## config.mk

```make
export PLATFORM = sky130hd
export DESIGN_NAME = json_uart_parser_flat
export DESIGN_NICKNAME = d
export VERILOG_FILES = /design/src/rtl/json_uart_parser_if.sv /design/src/rtl/json_uart_parser.sv /design/src/flat_wrapper.sv
export SDC_FILE = /design/constraint.sdc
export NUM_CORES = 1
export LEC_CHECK = 0
export CAP_MARGIN = 20
export CORE_AREA = 2 2 126 128
export CTS_CLUSTER_DIAMETER = 60
export DETAILED_ROUTE_END_ITERATION = 10
export DIE_AREA = 0 0 128 130
export GPL_TIMING_DRIVEN = 0
export PLACE_DENSITY = 0.7
export SLEW_MARGIN = 20
export SYNTH_ARGS = -nofsm -noshare
export SYNTH_HDL_FRONTEND = slang
export SYNTH_SLANG_ARGS = --single-unit
```

## constraint.sdc

```tcl
create_clock -name clk -period 4.02 [get_ports clk]
set_clock_uncertainty 0.1 [all_clocks]
set_input_delay 0.804 -clock clk [delete_from_list [all_inputs] [get_ports clk]]
set_output_delay 0.804 -clock clk [all_outputs]
set_load 0.005 [all_outputs]
```

## src/rtl/json_uart_parser_if.sv

```systemverilog
// json_uart_parser_if
// Byte stream handshake between the UART receiver and the JSON parser.
//   uart_data  : received byte (source -> parser)
//   uart_valid : uart_data holds a byte (source -> parser)
//   uart_ready : parser can take a byte this cycle (parser -> source)
// A byte is consumed on a rising edge where uart_valid && uart_ready.
interface json_uart_parser_if;
  logic [7:0] uart_data;
  logic       uart_valid;
  logic       uart_ready;

  modport master (output uart_data, output uart_valid, input uart_ready);
  modport slave  (input uart_data, input uart_valid, output uart_ready);
endinterface

```

## src/rtl/json_uart_parser.sv

```systemverilog
// json_uart_parser
// Parses motor frames {"T":<uint>,"L":<num>,"R":<num>}<LF> from a UART byte
// stream and commits the decoded fields atomically when the LF arrives.
// Ports:
//   clk, rst_n   : clock, asynchronous active-low reset
//   uart         : byte stream in (slave side of json_uart_parser_if)
//   t_value      : last committed T field
//   left_speed   : last committed L field, signed milli-units
//   right_speed  : last committed R field, signed milli-units
//   motor_cmd    : one-hot command decoded from the last committed L/R pair
//   frame_valid  : one-cycle pulse when a frame is committed
//   frame_error  : one-cycle pulse when a frame is aborted
module json_uart_parser #(
  parameter int TIMEOUT_CYCLES = 50000
) (
  input  logic                clk,
  input  logic                rst_n,
  json_uart_parser_if.slave   uart,
  output logic [7:0]          t_value,
  output logic signed [15:0]  left_speed,
  output logic signed [15:0]  right_speed,
  output logic [4:0]          motor_cmd,
  output logic                frame_valid,
  output logic                frame_error
);
  localparam int TMR_W = $clog2(TIMEOUT_CYCLES + 1);

  localparam logic [7:0] CH_LBRACE = 8'h7B;
  localparam logic [7:0] CH_RBRACE = 8'h7D;
  localparam logic [7:0] CH_QUOTE  = 8'h22;
  localparam logic [7:0] CH_COLON  = 8'h3A;
  localparam logic [7:0] CH_COMMA  = 8'h2C;
  localparam logic [7:0] CH_MINUS  = 8'h2D;
  localparam logic [7:0] CH_POINT  = 8'h2E;
  localparam logic [7:0] CH_LF     = 8'h0A;

  localparam logic [1:0] FLD_T = 2'd0;
  localparam logic [1:0] FLD_L = 2'd1;
  localparam logic [1:0] FLD_R = 2'd2;

  typedef enum logic [2:0] {
    ST_IDLE = 3'd0, ST_EXP_LIT = 3'd1, ST_T_NUM = 3'd2, ST_SIGN_OR_INT = 3'd3,
    ST_POINT = 3'd4, ST_FRAC = 3'd5, ST_SEP = 3'd6, ST_EOL = 3'd7
  } state_t;

  state_t             state_r, state_nxt_s;
  logic               ready_r;
  logic [1:0]         field_r, lit_idx_r, cnt_r;
  logic               neg_r;
  logic [13:0]        mag_r;
  logic [7:0]         t_acc_r;
  logic [15:0]        sh_l_r, sh_r_r;
  logic [TMR_W-1:0]   timer_r;

  logic               acc_s, timeout_s, is_digit_s, sep_ok_s, bad_s;
  logic [3:0]         digit_s;
  logic [11:0]        t_calc_s;
  logic [13:0]        frac_add_s;
  logic [7:0]         lit_exp_s;
  logic [15:0]        sep_val_s;
  logic [4:0]         cmd_nxt_s;
  logic               start_s, lit_adv_s, t_dig_s, neg_set_s, int_dig_s, frac_dig_s, sep_s, commit_s, err_s;

  function automatic logic [4:0] motor_decode(input logic [15:0] l, input logic [15:0] r);
    logic [4:0] cmd;
    if (l == 16'd0 && r == 16'd0) begin
      cmd = 5'b00001;
    end else if (l == 16'd100 && r == 16'd100) begin
      cmd = 5'b00010;
    end else if (l == 16'd0 && r == 16'd50) begin
      cmd = 5'b00100;
    end else if (l == 16'd50 && r == 16'd0) begin
      cmd = 5'b01000;
    end else if (l == 16'hFFCE && r == 16'd50) begin
      cmd = 5'b10000;
    end else begin
      cmd = 5'b00000;
    end
    return cmd;
  endfunction

  assign uart.uart_ready = ready_r;
  assign acc_s      = uart.uart_valid && ready_r;
  assign timeout_s  = (state_r != ST_IDLE) && !acc_s && (timer_r == TMR_W'(TIMEOUT_CYCLES - 1));
  assign is_digit_s = (uart.uart_data >= 8'h30) && (uart.uart_data <= 8'h39);
  assign digit_s    = uart.uart_data[3:0];
  assign t_calc_s   = {4'd0, t_acc_r} * 12'd10 + {8'd0, digit_s};
  // The R field is closed by '}', the others by ','.
  assign sep_ok_s   = (field_r == FLD_R) ? (uart.uart_data == CH_RBRACE) : (uart.uart_data == CH_COMMA);
  assign sep_val_s  = neg_r ? (16'd0 - {2'b00, mag_r}) : {2'b00, mag_r};

  // Literal byte expected at the current index and weight of the next fraction digit
  always_comb begin
    lit_exp_s  = CH_QUOTE;
    frac_add_s = 14'd0;
    case (lit_idx_r)
      2'd0:    lit_exp_s = CH_QUOTE;
      2'd1:    lit_exp_s = (field_r == FLD_T) ? 8'h54 : ((field_r == FLD_L) ? 8'h4C : 8'h52);
      2'd2:    lit_exp_s = CH_QUOTE;
      default: lit_exp_s = CH_COLON;
    endcase
    // Weighting by position zero-pads short fractions (".05" -> 50).
    case (cnt_r)
      2'd0:    frac_add_s = {10'd0, digit_s} * 14'd100;
      2'd1:    frac_add_s = {10'd0, digit_s} * 14'd10;
      2'd2:    frac_add_s = {10'd0, digit_s};
      default: frac_add_s = 14'd0;
    endcase
  end

  // State register
  always_ff @(posedge clk or negedge rst_n) begin
    if (!rst_n) begin
      state_r <= ST_IDLE;
    end else begin
      state_r <= state_nxt_s;
    end
  end

  // Next-state and datapath-action decode for the accepted byte
  always_comb begin
    state_nxt_s = state_r;
    start_s = 1'b0; lit_adv_s = 1'b0; t_dig_s = 1'b0; neg_set_s = 1'b0;
    int_dig_s = 1'b0; frac_dig_s = 1'b0; sep_s = 1'b0; commit_s = 1'b0;
    err_s = 1'b0; bad_s = 1'b0;
    if (timeout_s) begin
      err_s = 1'b1;
      state_nxt_s = ST_IDLE;
    end else if (acc_s) begin
      case (state_r)
        ST_IDLE: begin
          if (uart.uart_data == CH_LBRACE) begin
            start_s = 1'b1;
            state_nxt_s = ST_EXP_LIT;
          end else begin
            state_nxt_s = ST_IDLE;
          end
        end
        ST_EXP_LIT: begin
          if (uart.uart_data == lit_exp_s) begin
            lit_adv_s = 1'b1; // 2-bit index wraps to 0 after the colon
            if (lit_idx_r == 2'd3) begin
              state_nxt_s = (field_r == FLD_T) ? ST_T_NUM : ST_SIGN_OR_INT;
            end else begin
              state_nxt_s = ST_EXP_LIT;
            end
          end else begin
            bad_s = 1'b1;
          end
        end
        ST_T_NUM: begin
          if (is_digit_s && cnt_r < 2'd3 && t_calc_s <= 12'd255) begin
            t_dig_s = 1'b1;
            state_nxt_s = (cnt_r == 2'd2) ? ST_SEP : ST_T_NUM;
          end else if (sep_ok_s && cnt_r != 2'd0) begin
            sep_s = 1'b1;
            state_nxt_s = ST_EXP_LIT;
          end else begin
            bad_s = 1'b1;
          end
        end
        ST_SIGN_OR_INT: begin
          if (uart.uart_data == CH_MINUS && !neg_r) begin
            neg_set_s = 1'b1;
          end else if (is_digit_s) begin
            int_dig_s = 1'b1;
            state_nxt_s = ST_POINT;
          end else begin
            bad_s = 1'b1;
          end
        end
        ST_POINT: begin
          if (uart.uart_data == CH_POINT) begin
            state_nxt_s = ST_FRAC;
          end else begin
            bad_s = 1'b1;
          end
        end
        ST_FRAC: begin
          // Third digit moves to SEP, so a fourth digit is rejected there.
          if (is_digit_s && cnt_r < 2'd3) begin
            frac_dig_s = 1'b1;
            state_nxt_s = (cnt_r == 2'd2) ? ST_SEP : ST_FRAC;
          end else if (sep_ok_s && cnt_r != 2'd0) begin
            sep_s = 1'b1;
            state_nxt_s = (field_r == FLD_R) ? ST_EOL : ST_EXP_LIT;
          end else begin
            bad_s = 1'b1;
          end
        end
        ST_SEP: begin
          if (sep_ok_s) begin
            sep_s = 1'b1;
            state_nxt_s = (field_r == FLD_R) ? ST_EOL : ST_EXP_LIT;
          end else begin
            bad_s = 1'b1;
          end
        end
        ST_EOL: begin
          if (uart.uart_data == CH_LF) begin
            commit_s = 1'b1;
            state_nxt_s = ST_IDLE;
          end else begin
            bad_s = 1'b1;
          end
        end
        default: begin
          state_nxt_s = ST_IDLE;
        end
      endcase
      // A '{' that breaks a frame also opens the next one.
      if (bad_s) begin
        err_s = 1'b1;
        if (uart.uart_data == CH_LBRACE) begin
          start_s = 1'b1;
          state_nxt_s = ST_EXP_LIT;
        end else begin
          state_nxt_s = ST_IDLE;
        end
      end else begin
        err_s = 1'b0;
      end
    end else begin
      state_nxt_s = state_r;
    end
  end

  // Output decode: command implied by the shadow speed pair
  always_comb begin
    cmd_nxt_s = motor_decode(sh_l_r, sh_r_r);
  end

  // Field accumulators and shadow registers for the frame in progress
  always_ff @(posedge clk or negedge rst_n) begin
    if (!rst_n) begin
      field_r <= FLD_T; lit_idx_r <= 2'd0; cnt_r <= 2'd0; neg_r <= 1'b0;
      mag_r <= 14'd0; t_acc_r <= 8'd0; sh_l_r <= 16'd0; sh_r_r <= 16'd0;
    end else if (start_s) begin
      field_r <= FLD_T; lit_idx_r <= 2'd0; cnt_r <= 2'd0; neg_r <= 1'b0;
      mag_r <= 14'd0; t_acc_r <= 8'd0;
    end else if (lit_adv_s) begin
      lit_idx_r <= lit_idx_r + 2'd1;
    end else if (t_dig_s) begin
      t_acc_r <= t_calc_s[7:0];
      cnt_r   <= cnt_r + 2'd1;
    end else if (neg_set_s) begin
      neg_r <= 1'b1;
    end else if (int_dig_s) begin
      mag_r <= {10'd0, digit_s} * 14'd1000;
      cnt_r <= 2'd0;
    end else if (frac_dig_s) begin
      mag_r <= mag_r + frac_add_s;
      cnt_r <= cnt_r + 2'd1;
    end else if (sep_s) begin
      case (field_r)
        FLD_L:   sh_l_r <= sep_val_s;
        FLD_R:   sh_r_r <= sep_val_s;
        default: sh_l_r <= sh_l_r; // T is already held in t_acc_r
      endcase
      field_r <= field_r + 2'd1;
      lit_idx_r <= 2'd0; cnt_r <= 2'd0; neg_r <= 1'b0; mag_r <= 14'd0;
    end else begin
      cnt_r <= cnt_r;
    end
  end

  // Inter-byte timeout counter, active only inside a frame
  always_ff @(posedge clk or negedge rst_n) begin
    if (!rst_n) begin
      timer_r <= '0;
    end else if (state_r == ST_IDLE || acc_s || timeout_s) begin
      timer_r <= '0;
    end else begin
      timer_r <= timer_r + 1'b1;
    end
  end

  // Registered outputs: ready, pulses and committed frame fields
  always_ff @(posedge clk or negedge rst_n) begin
    if (!rst_n) begin
      ready_r <= 1'b0; frame_valid <= 1'b0; frame_error <= 1'b0;
      t_value <= 8'd0; left_speed <= 16'sd0; right_speed <= 16'sd0; motor_cmd <= 5'b00001;
    end else begin
      ready_r     <= 1'b1;
      frame_valid <= commit_s;
      frame_error <= err_s;
      if (commit_s) begin
        t_value     <= t_acc_r;
        left_speed  <= sh_l_r;
        right_speed <= sh_r_r;
        motor_cmd   <= cmd_nxt_s;
      end
    end
  end
endmodule

```

## src/flat_wrapper.sv

```systemverilog
// flat-port wrapper written by rule: the top's interface ports become plain ports
module json_uart_parser_flat 
#(
  parameter int TIMEOUT_CYCLES = 50000
)
  (clk, rst_n, t_value, left_speed, right_speed, motor_cmd, frame_valid, frame_error, uart_uart_data, uart_uart_valid, uart_uart_ready);
  json_uart_parser_if uart_i ();
  input  logic clk;
  input  logic rst_n;
  output logic [7:0] t_value;
  output logic signed [15:0] left_speed;
  output logic signed [15:0] right_speed;
  output logic [4:0] motor_cmd;
  output logic frame_valid;
  output logic frame_error;
  input wire logic [$bits(uart_i.uart_data)-1:0] uart_uart_data;
  input wire logic [$bits(uart_i.uart_valid)-1:0] uart_uart_valid;
  output wire logic [$bits(uart_i.uart_ready)-1:0] uart_uart_ready;
  assign uart_i.uart_data = uart_uart_data;
  assign uart_i.uart_valid = uart_uart_valid;
  assign uart_uart_ready = uart_i.uart_ready;
  json_uart_parser #(.TIMEOUT_CYCLES(TIMEOUT_CYCLES)) u_core (.clk(clk), .rst_n(rst_n), .uart(uart_i), .t_value(t_value), .left_speed(left_speed), .right_speed(right_speed), .motor_cmd(motor_cmd), .frame_valid(frame_valid), .frame_error(frame_error));
endmodule
```

==> out/metrics.json <==
{
  "route": {
    "ant_nets": 0,
    "first_pass_iters": 5,
    "routed_wirelength_mm": 18.3,
    "drt-vias-per-instance": 5.67,
    "detailroute.via_count": 6448,
    "drt_iter0_markers": 414,
    "wire_per_inst_um": 16.1,
    "route.detailed.drc": 0
  },
  "setup_path": {
    "arrival_ns": 4.08,
    "reg2reg_depth": 12,
    "crit_type": "input pin to register",
    "worstReg2RegStart": "u_core.t_acc_r[1]",
    "endpoint_kind": "register",
    "start_kind": "input pin",
    "required_ns": 4.27,
    "worst_r2r_endpoint": "u_core.t_acc_r[6]",
    "critical_path_peak_fanout": 10,
    "regToRegSetupSlack_ns": 0.34
  },
  "pwr": {
    "total_power_w": 0.00301,
    "vdd_drop_max_v": 0.000346,
    "share_seq_of_total_power_pct": 41.6,
    "cellPowerDensity_nw_per_um2": 323,
    "total_switching_power_w": 0.000698,
    "clock_power_share_pct": 49.1,
    "internal-power_w": 0.00231,
    "power.share.switching_pct": 23.2,
    "p_leak_nw": 4.47,
    "share_comb_of_total_power_pct": 9.3
  },
  "timing": {
    "fmax_mhz": 261,
    "final-hold-violation-count": 0,
    "final_period_minus_worst_setup_slack_ns": 3.83,
    "maxSlewHeadroom_pct": 51.0,
    "worst_pin_slew_ns": 0.725,
    "final_max_slew_viol_count": 0,
    "number_of_setup_violations_in_the_final_report": 0,
    "rsz0062_at_grt": "no",
    "timing.final.crit_share_pct": 95.2
  },
  "placement": {
    "routabilityCongestion": 0.887,
    "numPlacedInstances": 1105,
    "dpl.hpwl_mm": 13.6,
    "placement.io_buffers": 57
  },
  "global_route": {
    "first_global_vias": 6087,
    "grt_pass1_wl_mm": 30.8,
    "antenna_found_initial": 0,
    "global_route.usage.total_pct": 23.5,
    "grt_start_max_net_pins": 78,
    "grt_overflow": 0
  },
  "cells_and_area": {
    "synthToLayoutAreaGrowth_pct": 18.7,
    "nFillCells": 1355,
    "insertedDiodeCount": 0,
    "final_layout_size_suffix_gt1_share_pct": 7.72,
    "finish.utilization_pct": 60.4,
    "post_layout_nonfiller_instances": 1137,
    "layout.nets": 1026
  },
  "synthesis": {
    "synth_cell_type_count": 71,
    "synth.largest_area_cell": "sky130_fd_sc_hd__dfrtp_1",
    "number_of_storage_elements_in_the_synthesis_netlist": 124,
    "avgSynthCellArea_um2": 9.18,
    "ys_top_cells_by_area": "sky130_fd_sc_hd__dfrtp_1 39%, sky130_fd_sc_hd__ha_1 11%, sky130_fd_sc_hd__nand2_1 8.3%",
    "postSynth.asyncResetShare_pct": 100,
    "yosysWarnings": 0,
    "post_synth_most_frequent_cells": "174 x sky130_fd_sc_hd__nand2_1, 123 x sky130_fd_sc_hd__dfrtp_1, 69 x sky130_fd_sc_hd__ha_1, 56 x sky130_fd_sc_hd__nor2_1, 49 x sky130_fd_sc_hd__o21ai_0",
    "syn_nets": 947,
    "synth_top_area_share_pct": 39.2,
    "synthMostInstantiatedCell": "sky130_fd_sc_hd__nand2_1",
    "synth-seq-area-share_pct": 39.6,
    "syn_area_um2": 7850,
    "synth-edff-count": 0,
    "dominantRegCellSynth": "sky130_fd_sc_hd__dfrtp_1",
    "netlist_instances": 855
  },
  "clock_tree": {
    "cts_tree": "done",
    "cts_buffers": 17,
    "h-tree-depth": 4,
    "clock-root-buffer": "sky130_fd_sc_hd__clkbuf_16",
    "cts.hold.buffers_added": 0,
    "clkLatencyLatePin_ns": 0.42,
    "clock_tree.buffer_depth": 2,
    "cts_num_sinks": 124,
    "worst_setup_hold_path_clk_slew_ns": 0.05
  },
  "die": {
    "num_io_pins": 59,
    "floorplan_die_height_um": 130,
    "floorplan.initialDensity_pct": 50.9,
    "num_rows": 46,
    "die_width_um": 128,
    "core_area_um2": 15400,
    "design.die.area_um2": 16600
  },
  "job": {
    "maxCapViolCount": 0
  },
  "run_status": {
    "outcome": "finished, final reports clean"
  },
  "hold_path": {
    "min_delay_path_class": "input pin to asynchronous set/reset pin"
  }
}
[how the worst max path moves through the flow]
stage          depth (start not counted)         startpoint  slack, ns                    to
4_1_cts                               11  uart_uart_data[2]       0.02     u_core.state_r[0]
2_1_floorplan                         16  uart_uart_data[1]       0.17      u_core.mag_r[13]
3_3_place_gp                           1              rst_n      -2.90  u_core.left_speed[5]
3_5_place_dp                          16  uart_uart_data[0]      -1.16      u_core.mag_r[13]
6_report                              15  uart_uart_data[3]       0.19      u_core.mag_r[13]
5_1_grt                               14  uart_uart_data[2]       0.02      u_core.mag_r[13]
[cells by family (layout without fill, tap and decap cells)]
logic type | after synthesis | after routing | share of synthesized area, %
AO/OA/AOI/OAI | 156 | 156 | 13.7
XOR/XNOR | 53 | 53 | 5.92
adder cells (fa/ha/maj) | 81 | 81 | 14.1
buffers and inverters | 76 | 166 | 3.83
flip-flops | 124 | 124 | 39.6
multiplexers | 15 | 15 | 2.12
other | 1 | 1 | 0.0478
AND/OR/NAND/NOR | 349 | 349 | 20.8
[per-layer routing]
layer	GRT usage [%]	up-vias	share of wire, %
met5	0	-	0
met4	8.02	0	1.5
met3	4.10	26	4.6
met2	37.7	171	47
met1	32.5	3114	47
li1	-	3137	-
[registers in the layout, indices dropped and copies added (netlist names), 3 cells and up]
name and flops:
u_core.state_r 3, u_core.right_speed 15, u_core.t_value 8, u_core.left_speed 15, u_core.mag_r 14, u_core.timer_r 16
u_core.t_acc_r 8, u_core.sh_r_r 15, u_core.motor_cmd 5, u_core.sh_l_r 15
[power by group through the flow]
stage	clock network, W	logic, W	registers (W)
finish	0.00148	0.000281	0.00125
global route	0.00156	0.000323	0.00125
CTS	0.00150	0.000280	0.00125
detailed placement	0	0.000278	0.00127
global placement	0	0.000270	0.00127
floorplan	0	0.000181	0.00127
[critical path: stages]
cell,delay (ns)
sky130_fd_sc_hd__buf_2,0.26
sky130_fd_sc_hd__clkbuf_4,0.28
sky130_fd_sc_hd__inv_1,0.06
sky130_fd_sc_hd__ha_1,0.31
sky130_fd_sc_hd__ha_1,0.21
sky130_fd_sc_hd__ha_1,0.30
sky130_fd_sc_hd__nand2_1,0.07
sky130_fd_sc_hd__nor2_1,0.05
sky130_fd_sc_hd__or3_1,0.29
sky130_fd_sc_hd__and3_1,0.17
sky130_fd_sc_hd__ha_1,0.36
sky130_fd_sc_hd__nor2_1,0.06
sky130_fd_sc_hd__a211o_1,0.30
sky130_fd_sc_hd__or4_1,0.47
sky130_fd_sc_hd__nand3_1,0.10
[stage by stage]
step / setup slack, ns / TNS [ns] / hold WS [ns] / area, um2
after floorplan: 0.166 / 0 / 0.325 / 7850
after global placement: -2.90 / -408.43 / 0.345 / 8660
after detailed placement: -1.16 / -54.13 / 0.346 / 8690
after CTS: 0.0182 / 0 / 0.226 / 9280
after global routing: 0.0188 / 0 / 0.245 / 9320
final: 0.191 / 0 / 0.205 / 9320
[cell usage in the layout (no fill, tap or decap), types with 8 or more instances in the layout]
| cell | n |
|---|---|
| sky130_fd_sc_hd__nor3_1 | 14 |
| sky130_fd_sc_hd__nand2b_1 | 8 |
| sky130_fd_sc_hd__a21oi_1 | 18 |
| sky130_fd_sc_hd__dfrtp_1 | 123 |
| sky130_fd_sc_hd__xor2_1 | 28 |
| sky130_fd_sc_hd__fa_1 | 12 |
| sky130_fd_sc_hd__inv_1 | 41 |
| sky130_fd_sc_hd__o21ai_0 | 48 |
| sky130_fd_sc_hd__nor2b_1 | 9 |
| sky130_fd_sc_hd__or4_1 | 10 |
| sky130_fd_sc_hd__nand2_1 | 174 |
| sky130_fd_sc_hd__mux2_2 | 13 |
| sky130_fd_sc_hd__and3_1 | 12 |
| sky130_fd_sc_hd__xnor2_1 | 25 |
| sky130_fd_sc_hd__a21o_1 | 10 |
| sky130_fd_sc_hd__nand3_1 | 22 |
| sky130_fd_sc_hd__ha_1 | 68 |
| sky130_fd_sc_hd__clkbuf_16 | 17 |
| sky130_fd_sc_hd__nor2_1 | 56 |
| sky130_fd_sc_hd__a22oi_1 | 10 |
| sky130_fd_sc_hd__clkbuf_1 | 30 |
| sky130_fd_sc_hd__clkdlybuf4s50_1 | 52 |
[cell type report]
class	instances	area (um2)	share of cell area, %
repair buffers	60	612	6.57
clock inverters	7	90.1	0.967
well taps	192	240	2.58
inverters	43	165	1.77
clock buffers	23	478	5.13
flip-flops and latches	124	3100	33.3
plain buffers	33	151	1.63
multi-input cells	655	4470	48.0
[what timing repair did]
action	CTS	global route
endpoints found under the hold margin	0	0
pin swaps	0	1
setup buffers	1	1
gates resized for setup	20	19
setup endpoints to repair	59	16
Note: power is estimated with default switching activity, not from simulation.
